`src/rtl/pifo_driver.sv`:
```
// pifo_driver: ingress descriptor FIFO and insert gating, egress remove/holdoff and output register for a skip-list PIFO
// Ports: clk/rst (sync, active-high); in_* valid/ready ingress stream; out_* valid/ready egress stream;
// pifo_insert/pifo_rank_in/pifo_meta_in insert side; pifo_busy/pifo_full PIFO status;
// pifo_remove/pifo_rank_out/pifo_meta_out/pifo_valid_out remove side; pifo_count tracked PIFO occupancy.
module pifo_driver #(
    parameter int L2_MAX_SIZE   = 5,
    parameter int RANK_WIDTH    = 10,
    parameter int META_WIDTH    = 20,
    parameter int L2_FIFO_DEPTH = 2,
    parameter int REMOVE_GAP    = 2
) (
    input  logic                   clk,
    input  logic                   rst,
    input  logic                   in_valid,
    output logic                   in_ready,
    input  logic [RANK_WIDTH-1:0]  in_rank,
    input  logic [META_WIDTH-1:0]  in_meta,
    output logic                   out_valid,
    input  logic                   out_ready,
    output logic [RANK_WIDTH-1:0]  out_rank,
    output logic [META_WIDTH-1:0]  out_meta,
    output logic                   pifo_insert,
    output logic [RANK_WIDTH-1:0]  pifo_rank_in,
    output logic [META_WIDTH-1:0]  pifo_meta_in,
    input  logic                   pifo_busy,
    input  logic                   pifo_full,
    output logic                   pifo_remove,
    input  logic [RANK_WIDTH-1:0]  pifo_rank_out,
    input  logic [META_WIDTH-1:0]  pifo_meta_out,
    input  logic                   pifo_valid_out,
    output logic [L2_MAX_SIZE:0]   pifo_count
);
    localparam int DEPTH = 1 << L2_FIFO_DEPTH;
    localparam int CW = L2_MAX_SIZE + 1;
    localparam int FW = L2_FIFO_DEPTH + 1;
    typedef enum logic {RUN, HOLD} state_t;
    state_t state;
    logic [RANK_WIDTH+META_WIDTH-1:0] mem [DEPTH];
    logic [L2_FIFO_DEPTH-1:0] wr_ptr, rd_ptr;
    logic [FW-1:0] fifo_cnt, fifo_cnt_nxt;
    logic [3:0] holdoff;
    logic push;
    assign push = in_valid & in_ready;
    // Occupancy cap keeps pifo_count from wrapping even if the PIFO under-reports full
    assign pifo_insert = ~rst & (fifo_cnt != '0) & ~pifo_busy & ~pifo_full & (pifo_count < CW'(1 << L2_MAX_SIZE));
    assign {pifo_rank_in, pifo_meta_in} = mem[rd_ptr];
    assign pifo_remove = ~rst & (state == RUN) & pifo_valid_out & (~out_valid | out_ready);
    assign fifo_cnt_nxt = fifo_cnt + FW'(push) - FW'(pifo_insert);
    always_ff @(posedge clk) begin
        if (push)
            mem[wr_ptr] <= {in_rank, in_meta};
    end
    always_ff @(posedge clk) begin
        if (rst) begin
            wr_ptr     <= '0;
            rd_ptr     <= '0;
            fifo_cnt   <= '0;
            in_ready   <= 1'b0;
            pifo_count <= '0;
        end else begin
            if (push)
                wr_ptr <= wr_ptr + 1'b1;
            if (pifo_insert)
                rd_ptr <= rd_ptr + 1'b1;
            fifo_cnt   <= fifo_cnt_nxt;
            // Registered from the next depth so in_ready has no combinational path from in_valid
            in_ready   <= fifo_cnt_nxt != FW'(DEPTH);
            pifo_count <= pifo_count + CW'(pifo_insert) - CW'(pifo_remove);
        end
    end
    // HOLD masks the PIFO's stale head for REMOVE_GAP cycles after each remove
    always_ff @(posedge clk) begin
        if (rst) begin
            state     <= RUN;
            holdoff   <= '0;
            out_valid <= 1'b0;
            out_rank  <= '0;
            out_meta  <= '0;
        end else if (pifo_remove) begin
            state     <= HOLD;
            holdoff   <= 4'(REMOVE_GAP);
            out_valid <= 1'b1;
            out_rank  <= pifo_rank_out;
            out_meta  <= pifo_meta_out;
        end else begin
            if (state == HOLD) begin
                holdoff <= holdoff - 1'b1;
                if (holdoff == 4'd1)
                    state <= RUN;
            end
            if (out_valid & out_ready)
                out_valid <= 1'b0;
        end
    end
endmodule

```
`config.mk`:
```
export PLATFORM = sky130hd
export DESIGN_NAME = pifo_driver
export DESIGN_NICKNAME = d
export VERILOG_FILES = /design/src/rtl/pifo_driver.sv
export SDC_FILE = /design/constraint.sdc
export NUM_CORES = 1
export LEC_CHECK = 0
export ABC_AREA = 0
export CAP_MARGIN = 20
export CORE_ASPECT_RATIO = 0.8
export CORE_MARGIN = 5
export CORE_UTILIZATION = 25
export CTS_BUF_LIST = sky130_fd_sc_hd__clkbuf_8
export DETAILED_ROUTE_END_ITERATION = 12
export GPL_TIMING_DRIVEN = 0
export PLACE_DENSITY = 0.48
export SYNTH_ARGS = -nofsm -noshare
export SYNTH_HDL_FRONTEND = slang
export SYNTH_SLANG_ARGS = --single-unit
```
`constraint.sdc`:
```
create_clock -name clk -period 2.9 [get_ports clk]
set_input_delay 0.58 -clock clk [delete_from_list [all_inputs] [get_ports clk]]
set_output_delay 0.58 -clock clk [all_outputs]
set_load 0.05 [all_outputs]
```
Word-level counts from Yosys, hierarchy flattened. Memory sizes are Yosys's and may differ from the RTL's. A register that Yosys moved wholly into a read port is not among the register bits. Index checks and enable logic that the tools add are counted.

Memories: 1. Logic and storage cells: 52. Input bits: 67. Register bits after elaboration: 50. Bits in writable memories: 120.

Memories: mem (depth 4, width 30, read ports 1, clocked after Yosys merged registers in 1, write ports 1, RTL line 38) `logic [RANK_WIDTH+META_WIDTH-1:0] mem [DEPTH];`.

Add/subtract/negate cells: 7. Reduce and logical (&&, ||, !) cells: 4. Equality and inequality tests: 2. Multiplexer cells: 11. $lt $le $gt $ge: 1. Bitwise operators: 15.

Operators with widths (number): bitwise AND 1 bit (9); two-way mux 2 bit (4); two-way mux 1 bit (7); adder 6 x 1 -> 6 bit (1); less-than comparator 6 bit, second input constant (1); subtractor 6 x 1 -> 6 bit (1); inverter 1 bit (5); adder 2 x 1 -> 2 bit, second input constant (2); equality test 4 x 1 -> 1 bit, second input constant (1); nonzero test 2 bit (2); subtractor 4 x 1 -> 4 bit, second input constant (1); adder 3 x 1 -> 3 bit (1); != test 3 bit, second input constant (1); nonzero test 3 bit (1); subtractor 3 x 1 -> 3 bit (1); OR reduction 2 bit (1); OR 1 bit (1).

Logic depth before layout (Yosys ltp). Gate-level depths: netlist of run 1.

Depth after elaboration: 7. Depth in mapped cells: 12. Mapped depth without buffers: 10.

Worst setup path before layout of run 1. Ideal clock, no wire load.

Path type: input to register. Start point: input port rst. End point: register in_ready. Path buffers: 1. Slack: -0.524 ns. Cell stages on the path: 10. Arrival: 3.297 ns. Cells stage by stage: buf_6 > or4_4 > nor2_1 > xnor2_1 > ha_1 > fa_1 > xnor2_1 > xnor2_1 > nor3_1 > nor2_1.

Cells in the longest elaborated chain, start to end: 7.

Ends and longest elaborated chain: start, declared (RTL line 13) `input logic rst,`; inverter 1 bit (RTL line 45) `assign pifo_insert = ~rst & (fifo_cnt != '0) & ~pifo_busy & ~pifo_full & (pifo_count < CW'(1 << L2_MAX_SIZE));`; bitwise AND 1 bit (4 in series) (RTL line 45); net pifo_insert (RTL line 22) `output logic pifo_insert,`; subtractor 3 x 1 -> 3 bit (RTL line 48) `assign fifo_cnt_nxt = fifo_cnt + FW'(push) - FW'(pifo_insert);`; != test 3 bit (RTL line 67) `in_ready <= fifo_cnt_nxt != FW'(DEPTH);`; end signal, assigned (RTL line 67); end, declared (RTL line 15) `output logic in_ready,`.

The timed path passes the listed nets, and every way through them passes these cells. A chain may end at the register's enable or synchronous reset.

Worst setup path after layout of run 1.
Start point: input port out_ready. End point: register pifo_count[4].

Cells in the longest elaborated chain, start to end: 3.

Ends and longest elaborated chain: start, declared (RTL line 19) `input logic out_ready,`; OR 1 bit (RTL line 47) `assign pifo_remove = ~rst & (state == RUN) & pifo_valid_out & (~out_valid | out_ready);`; bitwise AND 1 bit (RTL line 47); subtractor 6 x 1 -> 6 bit (RTL line 68) `pifo_count <= pifo_count + CW'(pifo_insert) - CW'(pifo_remove);`; end signal, assigned (RTL line 68); end, declared (RTL line 31) `output logic [L2_MAX_SIZE:0] pifo_count`.

No other way between the ends.

==> results.md, run 1 <==
- Status: finished clean
- Hold buffer count at cts: 0
- Inserted Diodes: 0
- Worst path depth: 12
- CP top delay family: buffers and inverters
- Die height: 154 um
- Largest family of logic cells by synthesized area: multiplexers
- R2r setup slk: 0.24 ns
- # rows: 52
- RR Startpoint: state$_SDFF_PP0_
- Die Wd: 190 um
- Vias in the first global route: 4239
- Clock H-tree levels: 4
- EDFF count, synth: 120
- Total design power: 6.12 mW
- Met3 Track Usage GR: 0.0521
- Adder-cell share of the synthesized area: 0.0295
- Comb power frac: 0.244
- Simple-gate share of the synthesized area: 0.0746
- Min-Delay Startpoint: rst
- Starting Density: 0.254
- Wire per inst: 16.9 um
- Synthesized cell area: 0.00646 mm^2
- Internal power: 4.16 mW
- Setup Crit Path Kind: input port to flop
- Core Area: 0.0254 mm^2
- XOR/XNOR Fraction of Synth Area: 0.0176
- DRC violation count after routing: 0
- Clock Power Share: 0.279
- Compound-Gate Fraction of Synth Area: 0.0345
- # fillers: 2505
- Mean Syn Cell Area: 15.7 um^2
- Sequential cell area: 0.00464 mm^2
- Slew @ Worst Pin: 0.912 ns
- Yosys warning count: 0
- Total GRT Usage: 0.107
- DR pass1 iterations: 4
- Maximum vdd drop: 280 uV
- Ys flop type: edfxtp_1
- Buffers plus inverters on the worst setup path: 3
- Fin Clk Skew: 0.0184 ns
- Global-route wire length before repair: 24000 um
- Nets: 645
- Hold Path Depth: 2
- Die area: 0.0292 mm^2
- Setup violators final: 0
- Clock sinks: 172
- Slew headroom: 0.392
- CP arrival: 3.10 ns
- Min cycle time layout: 2.78 ns
- Vias per cell: 4.26
- Final hold violations: 0
- Maximum root-to-sink buffer count: 2
- Crit path launch type: input port
- Slew Limit Fails: 0
- DRT Wirelength: 15300 um
- CP Cell Sequence: clkdlybuf4s50_1, nor2b_1, or3_4, inv_2, buf_4, ha_1, nor3_1, fa_1, a21o_1, a21oi_1, xor2_1, nor2_1
- Required @ worst endpoint: 3.22 ns
- Reg clk slew, reported paths: 0.09 ns
- Multi-input gate area: 0.00170 mm^2
- Grt met1 use: 0.134
- Flop pwr share: 0.476
- Crit Path Max Fanout: 11
- Via count: 3841
- Critical path's slowest cell: clkdlybuf4s50_1
- Max Clk Rate: 359 MHz
- CTS root buf: clkbuf_8
- Seq/Total Area, Yosys: 0.719
- P_leak: 2.86 nW
- Detailed Route Iter0 Violations: 134
- Largest net degree at the start of global routing: 31
- Slowest stage delay, CP: 0.45 ns
- Psw: 1.96 mW
- Mux contribution to synthesized area: 0.105
- Synth cell types: 31
- MaxCap Viol Count: 0
- Hold Crit Class: input port to flop
- Number of cells on the worst reg-to-reg path: 11
- Clk_lat worst skew: 0.46 ns
- Final worst-path cycle share: 0.960
- RSZ-0062 raised after global routing: no
- Mapped Cells: 410
- Reg-to-reg endpoint: pifo_count[4]$_SDFF_PP0_
- Synthesized flop and latch total: 172
- Antenna violations before repair: 0
- Most Crowded Layer GR: met2
- RePlAce Congestion: 0.819
- Detail Placement HPWL: 10200 um
- Hold Crit Endpoint: fifo_cnt[1]$_SDFF_PP0_
- Fraction of layout cells with a size suffix above 1: 0.139
- GR Overflow Total: 0
- Async S/R FF share, synth: 0
- Synthesized net count: 491
- Area grow syn2layout: 33.2%
- Worst hold slack: 0.328 ns
- Met2 usage: 0.166
- IO buf count: 135
- Routed Antenna Nets: 0
- IO Pins: 137
- Worst Setup End Kind: flop
- Num CTS Buffers: 17
- CTS tree: done
- PwrDens: 711 mW/mm^2
- Sw frac: 0.320
Yosys cell counts (all sizes together) (2+ instances only):
| cell | count | area (um^2) |
|---|---|---|
| mux4 | 30 | 676 |
| nand2 | 67 | 251 |
| buf | 5 | 31.3 |
| a21oi | 37 | 185 |
| or4 | 2 | 22.5 |
| nand3 | 2 | 10.0 |
| fa | 2 | 40.0 |
| nor2 | 14 | 52.6 |
| dfxtp | 52 | 1040 |
| clkbuf | 14 | 52.6 |
| nor2b | 6 | 37.5 |
| ha | 12 | 150 |
| inv | 12 | 45.0 |
| xnor2 | 10 | 87.6 |
| and3 | 4 | 25.0 |
| nor3b | 2 | 20.0 |
| nor3 | 7 | 35.0 |
| edfxtp | 120 | 3600 |
| xor2 | 3 | 26.3 |
layout make-up:
cell class	count	share of cell area
Sequential cell	172	0.540
Clock buffer	17	0.0272
Clock inverter	15	0.0185
Buffer	18	0.0109
Multi-Input combinational cell	207	0.198
Timing Repair Buffer	136	0.153
Inverter	12	0.00524
Tap cell	324	0.0471
repair_timing:
item                                    in CTS  in global routing
pin swaps                                    0                  0
buffers inserted                             1                  0
resized for setup                           41                  2
cloned                                       0                  0
endpoints found under the setup margin      34                  5
kinds of logic after synthesis:
kind of cell             after synthesis
flip-flops                           172
AND/OR/NAND/NOR                      108
AO/OA/AOI/OAI                         42
buffers and inverters                 31
multiplexers                          30
adder cells (fa/ha/maj)               14
XOR/XNOR                              13
cells in the final DEF, fill, tap and decap left out, types with 3 or more instances in the layout:
master,synthesis,layout
mux4_2,30,30
clkbuf_2,0,4
nor2_1,14,13
dlygate4sd2_1,0,30
xnor2_1,10,10
nor2b_1,6,6
ha_1,12,12
nor3_1,7,7
dfxtp_1,52,52
inv_1,11,12
inv_6,0,5
and3_2,0,4
edfxtp_1,120,120
buf_4,0,5
clkdlybuf4s50_1,0,103
clkbuf_8,0,17
clkbuf_1,14,10
xor2_1,3,3
nand2_1,67,67
a21oi_1,37,37
power groups by stage:
stage                     clock network (mW)  registers [mW]  logic [mW]
after floorplan                            0            3.14       0.861
after global placement                     0            2.97        1.55
after detailed placement                   0            2.97        1.57
after CTS                               1.78            2.92        1.53
after global routing                    1.89            2.94        1.61
final                                   1.71            2.92        1.49
stage by stage:
stage	worst slack, ns	utilization	setup TNS, ns	cell area [um^2]	cells
floorplan	0.00512	-	0	6470	410
global placement	-0.602	0.324	-11.91	8220	869
detailed placement	-0.623	0.324	-3.77	8230	869
CTS	0.0102	0.339	0	8600	902
global route	0.0112	0.339	0	8600	901
finish	0.117	0.339	0	8600	901
state kept, by name (all words and copies together), names as in the netlist, named ones only:
register	count
fifo_cnt	3
in_ready	1
mem	120
holdoff	4
state	1
rd_ptr	2
out_meta	20
pifo_count	6
out_valid	1
out_rank	10
wr_ptr	2
routing by layer:
layer / routed length, um / part of all wire / up-vias
met4: 139 / 0.0091 / 0
met5: 0 / 0 / -
met3: 1360 / 0.089 / 10
li1: - / - / 1816
met1: 6840 / 0.45 / 1892
met2: 6930 / 0.45 / 123
worst max path at each step:
stage                    from                  endpoint
2_1_floorplan             rst  pifo_count[4]$_SDFF_PP0_
3_3_place_gp        out_ready  pifo_count[4]$_SDFF_PP0_
3_5_place_dp        out_ready  pifo_count[4]$_SDFF_PP0_
4_1_cts             out_ready               pifo_remove
5_1_grt        pifo_valid_out  pifo_count[4]$_SDFF_PP0_
6_report            out_ready  pifo_count[4]$_SDFF_PP0_
Power figures use the tool's default switching activity.
==> run 2: changes to the inputs <==
--- a/config.mk
+++ b/config.mk
@@ -13,6 +13,7 @@
 export CTS_BUF_LIST = sky130_fd_sc_hd__clkbuf_8
 export DETAILED_ROUTE_END_ITERATION = 12
 export GPL_TIMING_DRIVEN = 0
+export HOLD_SLACK_MARGIN = 0.1
 export PLACE_DENSITY = 0.48
 export SYNTH_ARGS = -nofsm -noshare
 export SYNTH_HDL_FRONTEND = slang
==> results of run 2 <==
The final DEF is identical to that of run 1; final timing and power are the same.
==> run 3: changes to the inputs <==
--- a/config.mk
+++ b/config.mk
@@ -14,7 +14,8 @@
 export DETAILED_ROUTE_END_ITERATION = 12
 export GPL_TIMING_DRIVEN = 0
 export HOLD_SLACK_MARGIN = 0.1
-export PLACE_DENSITY = 0.48
+export PLACE_DENSITY = 0.41
+export SKIP_CTS_REPAIR_TIMING = 1
 export SYNTH_ARGS = -nofsm -noshare
 export SYNTH_HDL_FRONTEND = slang
 export SYNTH_SLANG_ARGS = --single-unit
==> constraint.sdc (replaced) <==
create_clock -name clk -period 2.6 [get_ports clk]
set_input_delay 0.52 -clock clk [delete_from_list [all_inputs] [get_ports clk]]
set_output_delay 0.52 -clock clk [all_outputs]
set_load 0.05 [all_outputs]
==> run 3 against run 2 <==
Cell count grew 0.44%. Critical path depth unchanged. Via count down 0.96%. Sequential share of layout area decreased by 1.4 points. Highest routed layer unchanged.
==> results.md, run 3 (synthesized netlist as in run 1, its figures left out) <==
- Critical path's slowest cell: clkdlybuf4s50_1
- Routed Antenna Nets: 0 (unchanged)
- MaxCap Viol Count: 0 (unchanged)
- Detail Placement HPWL: 10800 um (+5.5%)
- Clk_lat worst skew: 0.46 ns (about the same)
- Detailed Route Iter0 Violations: 141 (+5.2%)
- Fin Clk Skew: 0.0167 ns (-0.00174 ns)
- Max reg flops: 120 (unchanged)
- Setup Crit Path Kind: input port to flop
- Largest Register: mem
- # rows: 52 (unchanged)
- Fin cells: 905 (+0.44%)
- Maximum vdd drop: 304 uV (+8.9%)
- Final hold violations: 0 (unchanged)
- Wire per inst: 17.4 um (+2.7%)
- CP arrival: 2.88 ns (-0.22 ns)
- Inserted Diodes: 0 (unchanged)
- Setup TNS: 0 ns (unchanged)
- Via count: 3804 (-0.96%)
- Antenna violations before repair: 0 (unchanged)
- Most used cell along the critical path: ha_4
- Reg clk slew, reported paths: 0.10 ns (about the same)
- Worst Setup End Kind: flop
- Vias per cell: 4.20 (-1.4%)
- Clock H-tree levels: 4 (unchanged)
- Fraction of layout cells with a size suffix above 1: 0.188 (+0.0490)
- RSZ-0062 raised after global routing: no
- Area grow syn2layout: 36.8%
- DR pass1 iterations: 4 (unchanged)
- Cells after DPL: 873 (+0.46%)
- Commonest non-fill, non-tap cells in the layout: edfxtp_1 (120), clkdlybuf4s50_1 (103), nand2_1 (67)
- GR Overflow Total: 0 (unchanged)
- PwrDens: 789 mW/mm^2 (+11%)
- Max Clk Rate: 392 MHz
- RePlAce Congestion: 0.759 (-7.3%)
- Maximum root-to-sink buffer count: 2 (unchanged)
- RR Startpoint: state$_SDFF_PP0_
- Vias in the first global route: 4137 (-2.4%)
- CTS tree: done
- Commonest non-fill, non-tap cell in the layout: edfxtp_1
- Status: finished clean
- Total GRT Usage: 0.109 (+0.00220)
- Min-Delay Startpoint: rst
- Biggest regs: mem: 120 flops, out_meta: 20 flops, out_rank: 10 flops
- Setup violators final: 0 (unchanged)
- P_leak: 3.06 nW (+7.1%)
- CP startpoint: pifo_valid_out
- Nets: 649 (+0.62%)
- CTS root buf: clkbuf_8
- Final Util: 0.348 (+0.00907)
- CP Cell Sequence: clkdlybuf4s50_1, nand2b_1, or3_4, clkbuf_8, clkinv_8, ha_4, inv_4, ha_4, nand4_1, or4_4, a21oi_2, nor3b_2
- CP top delay family: simple AND/OR/NAND/NOR gates
- IO Pins: 137 (unchanged)
- Min cycle time layout: 2.55 ns
- Die Wd: 190 um (unchanged)
- Slew Limit Fails: 0 (unchanged)
- Slew headroom: 0.609 (+0.217)
- Die area: 0.0292 mm^2 (unchanged)
- Required @ worst endpoint: 2.93 ns (-0.29 ns)
- DRT Wirelength: 15800 um (+3.2%)
- IO buf count: 135 (unchanged)
- Largest net degree at the start of global routing: 22 (-29%)
- Crit path launch type: input port
- Core Area: 0.0254 mm^2 (unchanged)
- Slew @ Worst Pin: 0.585 ns (-0.327 ns)
- DRC violation count after routing: 0 (unchanged)
- Die height: 154 um (unchanged)
- Global-route wire length before repair: 24000 um (about the same)
- Crit Path Max Fanout: 18 (+7)
- Clock sinks: 172 (unchanged)
- Slowest stage delay, CP: 0.45 ns (about the same)
- Num CTS Buffers: 17 (unchanged)
- Starting Density: 0.254 (unchanged)
- Final worst-path cycle share: 0.981
- Buffers plus inverters on the worst setup path: 4 (+1)
- Hold Crit Class: input port to flop
## run 3: cell count changes in the layout (fill, tap and decap cells not counted), moves of 4 or more
cell,previous run,this run
clkbuf_2,4,13
dlymetal6s2s_1,0,21
buf_12,0,4
dlygate4sd2_1,30,0
## run 3: final cells by class
| cell class | instances | area [um^2] |
|---|---|---|
| Buffer | 18 | 115 |
| Clock buffer | 17 | 234 |
| Clock inverter | 15 | 171 |
| Fill cell | 2469 | 16500 |
| Inverter | 12 | 60.1 |
| Multi-Input combinational cell | 207 | 1760 |
| Sequential cell | 172 | 4650 |
| Tap cell | 324 | 405 |
| Timing Repair Buffer | 140 | 1440 |
## run 3: layer usage
layer	track usage	wire [um]
met3	0.0573	1430
met4	0.0289	152
met2	0.169	7080
met5	0	0
met1	0.135	7100
## run 3: path summary, 6_finish.rpt
path / endpoint / slack, ns / depth (start not counted)
max: pifo_count[5]$_SDFF_PP0_ / 0.05 / 12
min: fifo_cnt[1]$_SDFF_PP0_ / 0.26 / 2
max reg2reg: pifo_count[5]$_SDFF_PP0_ / 0.11 / 11
min reg2reg: out_meta[11]$_SDFFE_PP0P_ / 0.46 / 2
## run 3: power breakdown
group | internal [mW] | switching [mW]
combinational | 0.702 | 1.09
clock | 0.812 | 1.11
sequential | 3.15 | 0.104
## run 3: metrics by stage
| stage | power (mW) | hold WS [ns] | area (um^2) | setup WS, ns |
|---|---|---|---|---|
| floorplan | 4.50 | 0.469 | 6550 | -0.0941 |
| global placement | 5.11 | 0.443 | 8310 | -0.695 |
| detailed placement | 5.15 | 0.450 | 8390 | -0.679 |
| CTS | 7.09 | 0.223 | 8800 | -0.648 |
| global route | 7.31 | 0.235 | 8830 | 0.000262 |
| finish | 6.97 | 0.255 | 8830 | 0.0502 |
